[src/rtl/hazard_unit.sv]
// Pipeline hazard controller: per-stage stall/flush enables, PC control,
// the multi-cycle mul/div latency counter and the deferred-redirect FSM.
module hazard_unit #(
    parameter int XLEN    = 64,
    parameter int MUL_LAT = 3,
    parameter int DIV_LAT = 33
) (
    input  logic            clk,
    input  logic            resetn,
    input  logic            i_busy,
    input  logic            d_wait,
    input  logic [4:0]      fd_rs1,
    input  logic [4:0]      fd_rs2,
    input  logic            fd_use_rs1,
    input  logic            fd_use_rs2,
    input  logic            de_is_load,
    input  logic [4:0]      de_rd,
    input  logic            ex_redirect,
    input  logic [XLEN-1:0] ex_target,
    input  logic            mdu_start,
    input  logic            mdu_is_div,
    output logic [3:0]      stall_o,
    output logic [3:0]      flush_o,
    output logic            pc_stall,
    output logic            pc_redirect,
    output logic [XLEN-1:0] pc_target,
    output logic            redirect_pending,
    output logic            mdu_busy
);

    localparam logic [5:0] MUL_M1 = 6'(MUL_LAT - 1);
    localparam logic [5:0] DIV_M1 = 6'(DIV_LAT - 1);

    typedef enum logic {R_IDLE, R_WAIT} rstate_e;

    rstate_e         state_q, state_d;
    logic [5:0]      cnt_q, cnt_d;
    logic            hold_q, hold_d;
    logic [XLEN-1:0] tgt_q, tgt_d;

    logic            lu, start_ok, busy, stall_de, fire, redir, in_wait;
    logic [3:0]      st, fl;
    logic            ps;

    always_comb begin
        lu       = de_is_load && (de_rd != 5'd0) &&
                   ((fd_use_rs1 && fd_rs1 == de_rd) || (fd_use_rs2 && fd_rs2 == de_rd));
        start_ok = (cnt_q == 6'd0) && mdu_start && !hold_q;
        busy     = start_ok || (cnt_q > 6'd1);
        // stall_o.de is only raised by the d_wait and mdu_busy rows
        stall_de = d_wait || busy;
        in_wait  = (state_q == R_WAIT);
        fire     = !in_wait && ex_redirect && !stall_de;
        redir    = (fire && !i_busy) || (in_wait && !i_busy && !d_wait);

        st = 4'b0000;
        fl = 4'b0000;
        ps = 1'b0;
        if (d_wait) begin
            st = 4'b1110;
            fl = 4'b0001;
            ps = 1'b1;
        end else if (busy) begin
            st = 4'b1100;
            fl = 4'b0010;
            ps = 1'b1;
        end else if (fire || in_wait) begin
            fl = 4'b1100;
            ps = !redir;
        end else if (lu) begin
            st = 4'b1000;
            fl = 4'b0100;
            ps = 1'b1;
        end else if (i_busy) begin
            fl = 4'b1000;
            ps = 1'b1;
        end

        cnt_d = cnt_q;
        if (start_ok)           cnt_d = mdu_is_div ? DIV_M1 : MUL_M1;
        else if (cnt_q > 6'd1)  cnt_d = cnt_q - 6'd1;
        else if (cnt_q == 6'd1) cnt_d = 6'd0;

        // hold keeps a finished op from re-issuing while EX is frozen on it
        hold_d = hold_q;
        if (cnt_q == 6'd1 && stall_de) hold_d = 1'b1;
        else if (!stall_de)            hold_d = 1'b0;

        state_d = state_q;
        tgt_d   = tgt_q;
        if (fire && i_busy) begin
            state_d = R_WAIT;
            tgt_d   = ex_target;
        end else if (in_wait && !i_busy && !d_wait) begin
            state_d = R_IDLE;
        end

        // outputs read zero for as long as reset is held
        stall_o          = resetn ? st : 4'b0000;
        flush_o          = resetn ? fl : 4'b0000;
        pc_stall         = resetn && ps;
        pc_redirect      = resetn && redir;
        pc_target        = (resetn && redir) ? (in_wait ? tgt_q : ex_target) : '0;
        redirect_pending = resetn && in_wait;
        mdu_busy         = resetn && busy;
    end

    always_ff @(posedge clk or negedge resetn) begin
        if (!resetn) begin
            state_q <= R_IDLE;
            cnt_q   <= 6'd0;
            hold_q  <= 1'b0;
            tgt_q   <= '0;
        end else begin
            state_q <= state_d;
            cnt_q   <= cnt_d;
            hold_q  <= hold_d;
            tgt_q   <= tgt_d;
        end
    end

endmodule
[config.mk]
export PLATFORM = sky130hd
export DESIGN_NAME = hazard_unit
export DESIGN_NICKNAME = d
export VERILOG_FILES = /design/src/rtl/hazard_unit.sv
export SDC_FILE = /design/constraint.sdc
export NUM_CORES = 1
export LEC_CHECK = 0
export BUFFER_PORTS_ARGS = -buffer_cell sky130_fd_sc_hd__buf_2
export CAP_MARGIN = 20
export CORE_MARGIN = 4
export CORE_UTILIZATION = 50
export CTS_CLUSTER_DIAMETER = 100
export DETAILED_ROUTE_END_ITERATION = 16
export PLACE_DENSITY = 0.89
export SETUP_SLACK_MARGIN = 0.02
export SYNTH_ARGS = -nofsm -noshare
export SYNTH_HDL_FRONTEND = slang
export SYNTH_SLANG_ARGS = --single-unit
[constraint.sdc]
create_clock -name clk -period 2.7 [get_ports clk]
set_clock_uncertainty 0.1 [all_clocks]
set_input_delay 0.135 -clock clk [delete_from_list [all_inputs] [get_ports clk]]
set_output_delay 0.135 -clock clk [all_outputs]
set_load 0.005 [all_outputs]
==> impl_metrics.py, run 1 <==
metrics = {
    "outcome": {
        "status": "complete, but fails checks",
        "failed_checks": "setup timing",
    },
    "power": {
        "intPower_w": 0.00260,
        "power.leakage_nw": 3.32,
        "p_clk_share_pct": 28.1,
        "p_seq_share_pct": 37.6,
        "p_per_area_nw_per_um2": 586,
        "p_switching_w": 0.00115,
        "p_total_w": 0.00376,
        "max-vdd-ir-drop_uv": 317,
        "switching_share_pct": 30.7,
        "p_comb_share_pct": 34.3,
    },
    "setup_path": {
        "arrival_ns": 2.56,
        "r2r-end": "tgt_q[9]$_DFFE_PN0P_",
        "crit_cells": 8,
        "r2r_start": "cnt_q[4]$_DFFE_PN0P_",
        "end_kind": "output pin",
        "cp.required_ns": 2.47,
        "critPathSlowestCell": "or4_4",
        "crit_family": "simple AND/OR/NAND/NOR gates",
        "r2r_cells": 7,
        "critical_path_class": "flip-flop to output pin",
        "crit_fanout": 16,
        "critPathLaunchType": "flip-flop",
        "slowest_delay_ns": 0.54,
        "critical_path.cell_chain": "or4_4 > or3_4 > nor2_2 > o211ai_1 > buf_6 > buf_8 > nor2_1 > buf_2",
        "reg2reg_slack_ns": 0.12,
        "worstSetupEndpoint": "pc_target[3]",
        "crit_start": "cnt_q[4]$_DFFE_PN0P_",
        "crit_buf_inv": 3,
    },
    "layout": {
        "fillers": 488,
        "utilization_pct": 76.8,
        "fin_nets": 694,
        "area_growth_pct": 46.9,
        "drive_above_1_share_pct": 49.5,
    },
    "clocking": {
        "numCtsBuffers": 9,
        "clock_latency_ns": 0.34,
        "clockBufferDepth": 2,
        "clock_sinks": 72,
        "clockRootBuffer": "clkbuf_8",
        "cts_tree": "done",
        "ctsHtreeMaxLevel": 3,
        "cts.clk_slew.worst_paths_ns": 0.08,
    },
    "timing": {
        "rsz0062_at_grt": "true",
        "fin_crit_ns": 2.79,
        "fin_crit_sh_pct": 103,
        "fmax_mhz": 358,
        "setup_viol": 60,
        "slew_viol_final": 0,
        "relSlewSlack_pct": 58.6,
        "worst_pin_slew_ns": 0.621,
        "hold_viol": 0,
        "setup_ws_ns": -0.0923,
    },
    "synth": {
        "synth.top_cell.area_share_pct": 41.3,
        "syn_inst": 369,
        "ys_seq_area_share_pct": 41.3,
        "ys_warn_count": 0,
        "ys_async_sr_fraction_pct": 100,
        "synthTopCellsByArea": "dfrtp_1 41%, mux2_4 21%, mux2i_1 15%",
        "synth_top_area_cell": "dfrtp_1",
        "avgSynthCellArea_um2": 11.8,
        "synthFlopType": "dfrtp_1",
        "synth_edf_count": 0,
        "synth.distinct_cells": 42,
        "synth_seq_cells": 72,
        "netlist_area_um2": 4360,
        "syn_nets": 460,
    },
    "global_routing": {
        "gr-usage-met3_pct": 5.44,
        "grt_max_degree": 45,
        "grt_first_pass_wirelength_um": 20000,
        "grt_antenna_before_repair": 0,
        "grt_usage_pct": 24.4,
        "gr-usage-met2_pct": 43.9,
        "grt_pass1_vias": 4167,
        "use_met1_pct": 28.0,
        "top_usage_layer": "met2",
        "grt_overflow": 0,
    },
    "floorplanning": {
        "fp.dieH_um": 101,
        "die_area_um2": 10300,
        "start_util_pct": 52.3,
        "ios": 165,
        "rows": 33,
        "die_x_um": 101,
        "core_area_um2": 8340,
    },
    "routing": {
        "vias": 3920,
        "wl_per_cell_um": 19.5,
        "initialDrtViolationCount": 136,
        "vias_per_cell": 5.49,
        "drcViolationCount": 0,
        "wl_um": 13900,
        "dr.pass1.iters": 4,
        "detail-route-antenna-nets": 0,
    },
    "place": {
        "numPortBuffers": 163,
        "routabilityCongestion": 0.851,
        "hpwl_um": 7590,
    },
    "min_path": {
        "hold_path_class": "input pin to flip-flop",
    },
    "job": {
        "maxCapViolCount": 0,
    },
}
==> layout by cell type (no fill, tap or decap), types with 2 or more instances in the layout <==
| cell | instances |
|---|---|
| mux2_2 | 4 |
| mux2_4 | 60 |
| inv_1 | 4 |
| bufinv_16 | 3 |
| nor2_4 | 11 |
| o21ai_0 | 5 |
| nand2b_1 | 5 |
| and2_1 | 3 |
| mux2i_1 | 65 |
| nand2_1 | 2 |
| a21oi_1 | 4 |
| buf_2 | 159 |
| ha_1 | 2 |
| nor2_1 | 44 |
| clkbuf_8 | 10 |
| xnor2_1 | 2 |
| a31oi_1 | 4 |
| a32oi_1 | 2 |
| xor2_1 | 8 |
| dfrtp_1 | 71 |
| buf_12 | 4 |
| nor4_1 | 3 |
| nor2_2 | 21 |
| buf_6 | 6 |
| nor3_1 | 3 |
| buf_4 | 12 |
| dlygate4sd3_1 | 65 |
==> cells in the mapped netlist, types with 2 or more instances <==
cell	count
dfrtp_1	72
buf_1	2
mux2_2	4
ha_1	2
nor4_1	3
and2_1	3
o21ai_0	5
a31oi_1	4
inv_1	4
buf_4	2
mux2i_1	65
nand2_1	2
a32oi_1	2
xnor2_1	2
nor3_1	4
buf_12	6
nand2b_1	5
mux2_4	60
or4_1	2
a21oi_1	4
xor2_1	8
nor2_1	75
clkbuf_1	14
==> final cells by class <==
class	instances	area, um2	area share [%]
Antenna cell	1	2.50	0.0390
Inverter	4	15.0	0.234
Clock buffer	11	141	2.21
Timing Repair Buffer	248	1720	26.9
Tap cell	105	131	2.05
Multi-Input combinational cell	268	2480	38.8
Clock inverter	5	104	1.62
Sequential cell	72	1810	28.2
==> stage by stage <==
step,hold slack [ns],cell area (um2),std cells,setup TNS (ns),worst slack [ns]
6_report,0.0419,6410,714,-1.50,-0.0923
5_1_grt,0.0503,6410,713,-7.79,-0.174
4_1_cts,0.0279,6150,707,0,0.0202
3_5_place_dp,0.0193,5210,621,0,0.231
3_3_place_gp,0.00993,5210,621,0,0.267
2_1_floorplan,-0.261,4360,369,0,0.301
==> metal layers <==
layer | vias to the layer above | wire length, um
met5 | - | 0
met4 | 0 | 466
met3 | 43 | 836
met2 | 197 | 7320
met1 | 1923 | 5290
li1 | 1757 | -
==> state kept, by name, summed over array words and instances (netlist names) <==
name     count
in_wait      1
tgt_q       64
hold_q       1
cnt_q        6
==> how the worst min path moves through the flow <==
stage                     from  depth (start not counted)  slack (ns)                   end
floorplan               resetn                          0       -0.26  cnt_q[0]$_DFFE_PN0P_
global placement        resetn                          1        0.01    hold_q$_DFFE_PN0P_
detailed placement      resetn                          1        0.02   in_wait$_DFFE_PN0P_
CTS                 mdu_is_div                          4        0.03  cnt_q[1]$_DFFE_PN0P_
global route        mdu_is_div                          4        0.05  cnt_q[1]$_DFFE_PN0P_
finish              mdu_is_div                          4        0.04  cnt_q[1]$_DFFE_PN0P_
==> cells by family after synthesis <==
group	synth area share (%)
mux	36.6
buf+inv	5.08
other cells	0.0860
xor+xnor	2.01
flops	41.3
fa+ha+maj	0.574
simple gates	10.8
compound gates	3.50
==> repair_timing <==
action                                  in CTS  in global routing
pin swaps                                    1                  8
setup buffers                                5                  2
endpoints found under the hold margin       92                  0
hold buffers                                65                  0
cloned                                       0                  4
endpoints found under the setup margin      67                 66
resized for setup                            2                 61
==> power groups by stage <==
stage | Combinational [W] | Clock, W | Sequential [W]
finish | 0.00129 | 0.00106 | 0.00141
floorplan | 0.000785 | 0 | 0.00138
CTS | 0.00119 | 0.00106 | 0.00139
global placement | 0.000996 | 0 | 0.00141
detailed placement | 0.00105 | 0 | 0.00143
global route | 0.00139 | 0.00111 | 0.00143
==> worst register-to-register path: cells and delay by family, from the launching register on <==
family / cells / cell delay, ns
DFF: 1 / 0.39
buffers and inverters: 2 / 0.38
muxes: 1 / 0.34
and+or+nand+nor: 4 / 1.25
Note: power is estimated with default switching activity, not from simulation.
==> inputs of run 2 (changes only) <==
Settings changed: ABC_CLOCK_PERIOD_IN_PS set to 3400, CAP_MARGIN 20 to unset, CORE_UTILIZATION 50 to 54, PLACE_DENSITY 0.89 to 0.95.
Clock period 2.7 ns to 3.4 ns, I/O delays scaled along.
==> run 2 against run 1 <==
  * The flow now finishes without violations
  * Final cell count down 2.4%
  * Design area is 5.3% lower
  * Hold slack improved by 0.055 ns
  * Global-route usage is 0.78 points higher
  * Register-to-register slack improved by 0.56 ns
  * First-iteration DRC count decreased by 40%
  * Core utilization increased by 0.85 points
  * Critical path depth decreased by 1
  * Routed wire length decreased by 13%
  * Combinational power is 33% lower
  * Critical path type unchanged
  * Critical endpoint is now flush_o[3]
==> impl_metrics.py, run 2 (synthesized netlist as in run 1, its figures left out) <==
metrics = {
    "outcome": {
        "status": "complete, no violations",
    },
    "place": {
        "dp_cells": 616,
        "hpwl_um": 7380,
        "numPortBuffers": 163,
        "routabilityCongestion": 0.848,
        "placed_area_um2": 5170,
    },
    "layout": {
        "final_cell_mix": "162 x buf_2, 75 x nor2_1, 71 x dfrtp_1, 65 x mux2i_1, 65 x dlygate4sd3_1",
        "design_area_um2": 6070,
        "diodes": 0,
        "final_common_cell": "buf_2",
        "fillers": 473,
        "fin_nets": 681,
        "top_regs": "tgt_q x64, cnt_q x6",
        "area_growth_pct": 39.1,
        "largest_reg_flops": 64,
        "fin_cells": 697,
        "top_register": "tgt_q",
        "drive_above_1_share_pct": 42.9,
    },
    "timing": {
        "fin_crit_ns": 2.97,
        "slew_viol_final": 0,
        "rsz0062_at_grt": "false",
        "fin_setup_tns_ns": 0,
        "fmax_mhz": 336,
        "hold_viol": 0,
        "relSlewSlack_pct": 52.0,
        "fin_crit_sh_pct": 87.5,
        "setup_viol": 0,
        "fin_hold_ws_ns": 0.0964,
        "worst_pin_slew_ns": 0.721,
    },
    "floorplanning": {
        "core_area_um2": 7810,
        "fp.dieH_um": 97.9,
        "start_util_pct": 55.9,
        "die_area_um2": 9580,
        "ios": 165,
        "die_x_um": 97.9,
        "rows": 32,
    },
    "job": {
        "maxCapViolCount": 0,
    },
    "setup_path": {
        "arrival_ns": 2.70,
        "critPathLaunchType": "flip-flop",
        "reg2reg_slack_ns": 0.68,
        "cp.required_ns": 3.13,
        "crit_fanout": 11,
        "end_kind": "output pin",
        "critical_path_class": "flip-flop to output pin",
    },
    "min_path": {
        "hold_path_class": "input pin to flip-flop",
    },
    "routing": {
        "vias": 3756,
        "vias_per_cell": 5.39,
        "detail-route-antenna-nets": 0,
        "wl_per_cell_um": 17.4,
        "wl_um": 12100,
        "initialDrtViolationCount": 81,
        "dr.pass1.iters": 4,
        "drcViolationCount": 0,
    },
    "clocking": {
        "ctsHtreeMaxLevel": 3,
        "cts.clk_slew.worst_paths_ns": 0.08,
        "numCtsBuffers": 9,
        "clock_sinks": 72,
        "clock_latency_ns": 0.33,
        "clockRootBuffer": "clkbuf_8",
        "post-cts-setup-buffer-count": 0,
        "cts_resized": 0,
        "cts_tree": "done",
        "holdBufCountCts": 65,
        "clockBufferDepth": 2,
    },
    "global_routing": {
        "grt_overflow": 0,
        "grt_antenna_before_repair": 0,
        "grt_usage_pct": 25.2,
        "grt_first_pass_wirelength_um": 19900,
        "grt_max_degree": 56,
        "grt_pass1_vias": 4102,
    },
    "power": {
        "power.leakage_nw": 3.22,
        "p_per_area_nw_per_um2": 472,
        "max-vdd-ir-drop_uv": 261,
    },
}
-- run 2: cell types whose count changed in the layout (fill, tap and decap cells not counted), moves of 3 or more --
cell,previous run,this run
buf_6,6,0
buf_4,12,8
buf_2,159,162
nor2_2,21,0
inv_6,0,3
nor2_4,11,1
buf_12,4,0
nor2_1,44,75
-- run 2: area by class of cell --
type	instances	area, um2	area share (%)
inverters	4	15.0	0.248
flip-flops and latches	72	1810	29.8
multi-input cells	268	2350	38.7
clock inverters	7	125	2.06
well taps	102	128	2.10
clock buffers	9	124	2.04
repair buffers	235	1520	25.1
-- run 2: final timing paths --
check / start / endpoint / cells past startpoint
worst max-delay path: cnt_q[0]$_DFFE_PN0P_ / flush_o[3] / 7
worst min-delay path: mdu_is_div / cnt_q[1]$_DFFE_PN0P_ / 4
worst max register to register: cnt_q[0]$_DFFE_PN0P_ / tgt_q[6]$_DFFE_PN0P_ / 8
worst min register to register: tgt_q[62]$_DFFE_PN0P_ / tgt_q[62]$_DFFE_PN0P_ / 1
max in group asynchronous: resetn / tgt_q[52]$_DFFE_PN0P_ / 3
min in group asynchronous: resetn / cnt_q[5]$_DFFE_PN0P_ / 2
-- run 2: power by group --
group	switching (W)	leakage, nW	internal (W)
Combinational	0.000369	2.15	0.000490
Clock	0.000344	0.125	0.000497
Sequential	0.000157	0.944	0.00100
Total	0.000870	3.22	0.00199
-- run 2: metrics by stage --
| step | total power (W) | setup WS, ns | util [%] |
|---|---|---|---|
| CTS | 0.00285 | 0.424 | 77.7 |
| global route | 0.00301 | 0.232 | 77.7 |
| floorplan | 0.00172 | 1.00 | - |
| finish | 0.00286 | 0.427 | 77.7 |
| global placement | 0.00190 | 0.830 | 66.2 |
| detailed placement | 0.00195 | 0.725 | 66.2 |
-- run 2: critical path: stages, from the launching register on --
cell and delay, ns:
dfrtp_1 0.40, inv_1 0.09, ha_1 0.31, and3b_1 0.27, or3_4 0.44, or3b_2 0.49
nor3_1 0.21, buf_2 0.15
-- run 2: metal layers --
layer	vias to the layer above	track usage, %	share of wire [%]
li1	1721	-	-
met4	0	9.69	2.9
met3	40	5.43	5.9
met1	1838	28.8	39
met5	-	0	0
met2	157	45.8	52
==> inputs of run 3 (changes only) <==
Settings changed: CORE_MARGIN 4 to unset.
==> run 3 against run 2 <==
  * Non-clock buffer count stayed put
  * Routed wire length is 1.2% lower
  * Global-route usage is 3.9 points higher
  * Final cell count stayed put
  * Fmax is 0.41% lower
  * Power is 1.8% lower
  * Largest power group unchanged
  * Highest routed layer unchanged
  * Core utilization is 0.16 points higher
==> impl_metrics.py, run 3 (synthesized netlist as in run 1, its figures left out) <==
metrics = {
    "outcome": {
        "status": "complete, no violations",
    },
    "place": {
        "routabilityCongestion": 0.889,
        "hpwl_um": 7190,
        "pre_cts_slack_ns": 0.674,
        "numPortBuffers": 163,
    },
    "setup_path": {
        "r2r_start": "cnt_q[0]$_DFFE_PN0P_",
        "end_kind": "output pin",
        "critical_path_class": "flip-flop to output pin",
        "r2r_cells": 8,
        "cp.required_ns": 3.13,
        "crit_fanout": 33,
        "critPathLaunchType": "flip-flop",
        "r2r-end": "tgt_q[28]$_DFFE_PN0P_",
        "reg2reg_slack_ns": 0.63,
        "arrival_ns": 2.72,
    },
    "power": {
        "p_switching_w": 0.000862,
        "p_comb_share_pct": 31.7,
        "p_clk_share_pct": 27.3,
        "max-vdd-ir-drop_uv": 254,
        "p_total_w": 0.00281,
        "p_seq_share_pct": 41.0,
        "power.leakage_nw": 3.21,
        "intPower_w": 0.00195,
        "p_per_area_nw_per_um2": 464,
        "switching_share_pct": 30.7,
    },
    "timing": {
        "relSlewSlack_pct": 52.9,
        "slew_viol_final": 0,
        "fin_setup_tns_ns": 0,
        "rsz0062_at_grt": "false",
        "fin_crit_ns": 2.99,
        "setup_viol": 0,
        "fin_crit_sh_pct": 87.8,
        "hold_viol": 0,
        "fmax_mhz": 335,
        "worst_pin_slew_ns": 0.707,
        "setup_ws_ns": 0.414,
    },
    "routing": {
        "wl_um": 12000,
        "dr.pass1.iters": 4,
        "vias": 3767,
        "drcViolationCount": 0,
        "initialDrtViolationCount": 126,
        "vias_per_cell": 5.40,
        "detail-route-antenna-nets": 0,
        "wl_per_cell_um": 17.2,
    },
    "floorplanning": {
        "die_x_um": 91.9,
        "fp.dieH_um": 91.9,
        "rows": 32,
        "core_area_um2": 7770,
        "start_util_pct": 56.2,
        "die_area_um2": 8440,
        "ios": 165,
    },
    "clocking": {
        "cts_tree": "done",
        "cts.clk_slew.worst_paths_ns": 0.07,
        "clockBufferDepth": 2,
        "ctsHtreeMaxLevel": 3,
        "clockRootBuffer": "clkbuf_8",
        "numCtsBuffers": 9,
        "clock_latency_ns": 0.33,
        "clock_sinks": 72,
        "holdBufCountCts": 64,
        "post-cts-setup-buffer-count": 0,
        "cts_resized": 0,
    },
    "layout": {
        "diodes": 0,
        "drive_above_1_share_pct": 42.9,
        "final_common_cell": "buf_2",
        "largest_reg_flops": 64,
        "utilization_pct": 77.9,
        "final_cell_mix": "162 x buf_2, 75 x nor2_1, 71 x dfrtp_1, 65 x mux2i_1, 65 x dlygate4sd3_1",
        "fin_nets": 681,
        "area_growth_pct": 38.6,
        "top_regs": "tgt_q x64, cnt_q x6",
        "top_register": "tgt_q",
    },
    "min_path": {
        "min_from": "ex_redirect",
        "hold_path_class": "input pin to flip-flop",
        "hold_path_depth": 3,
        "hold-path-endpoint": "in_wait$_DFFE_PN0P_",
    },
    "global_routing": {
        "grt_overflow": 0,
        "grt_pass1_vias": 4105,
        "grt_first_pass_wirelength_um": 19200,
        "grt_usage_pct": 29.1,
        "grt_antenna_before_repair": 0,
        "grt_max_degree": 56,
    },
    "job": {
        "maxCapViolCount": 0,
    },
}
-- run 3: per-stage QoR --
step / instance area (um2) / cells / hold WS (ns)
CTS: 6040 / 696 / 0.00127
global route: 6050 / 697 / 0.0859
floorplan: 4360 / 369 / -0.226
global placement: 5170 / 616 / -0.0116
finish: 6050 / 697 / 0.0935
detailed placement: 5170 / 616 / -0.0107
-- run 3: final cells by class --
type / instances / area [um2]
inverters: 4 / 15.0
fillers: 489 / 1720
flip-flops and latches: 72 / 1810
clock buffers: 11 / 151
repair buffers: 235 / 1520
clock inverters: 5 / 78.8
multi-input cells: 268 / 2350
well taps: 102 / 128
-- run 3: power groups by stage --
stage / clock network [W] / registers (W) / logic (W)
6_report: 0.000768 / 0.00115 / 0.000890
5_1_grt: 0.000817 / 0.00117 / 0.000967
4_1_cts: 0.000786 / 0.00114 / 0.000878
3_5_place_dp: 0 / 0.00116 / 0.000807
3_3_place_gp: 0 / 0.00114 / 0.000756
2_1_floorplan: 0 / 0.00109 / 0.000623
-- run 3: worst max-delay path by stage --
stage	to	from
2_1_floorplan	tgt_q[10]$_DFFE_PN0P_	cnt_q[4]$_DFFE_PN0P_
3_3_place_gp	tgt_q[39]$_DFFE_PN0P_	cnt_q[0]$_DFFE_PN0P_
3_5_place_dp	tgt_q[36]$_DFFE_PN0P_	cnt_q[0]$_DFFE_PN0P_
4_1_cts	flush_o[3]	cnt_q[0]$_DFFE_PN0P_
5_1_grt	pc_target[11]	cnt_q[0]$_DFFE_PN0P_
6_report	pc_target[13]	cnt_q[0]$_DFFE_PN0P_
-- run 3: metal layers --
layer	up-vias	track usage [%]	share of wire, %
met2	159	55.3	54
met3	28	5.47	5.0
met5	-	0	0
met1	1856	31.4	39
li1	1724	-	-
met4	0	11.8	2.4
-- run 3: worst max-delay path, cell delays in order (launching register included) --
cell and delay [ns]:
dfrtp_1 0.41, inv_1 0.10, ha_1 0.33, and3b_1 0.27, or3_4 0.44, nor2_1 0.12
o211ai_1 0.12, buf_4 0.28, nor2_1 0.18, buf_2 0.14
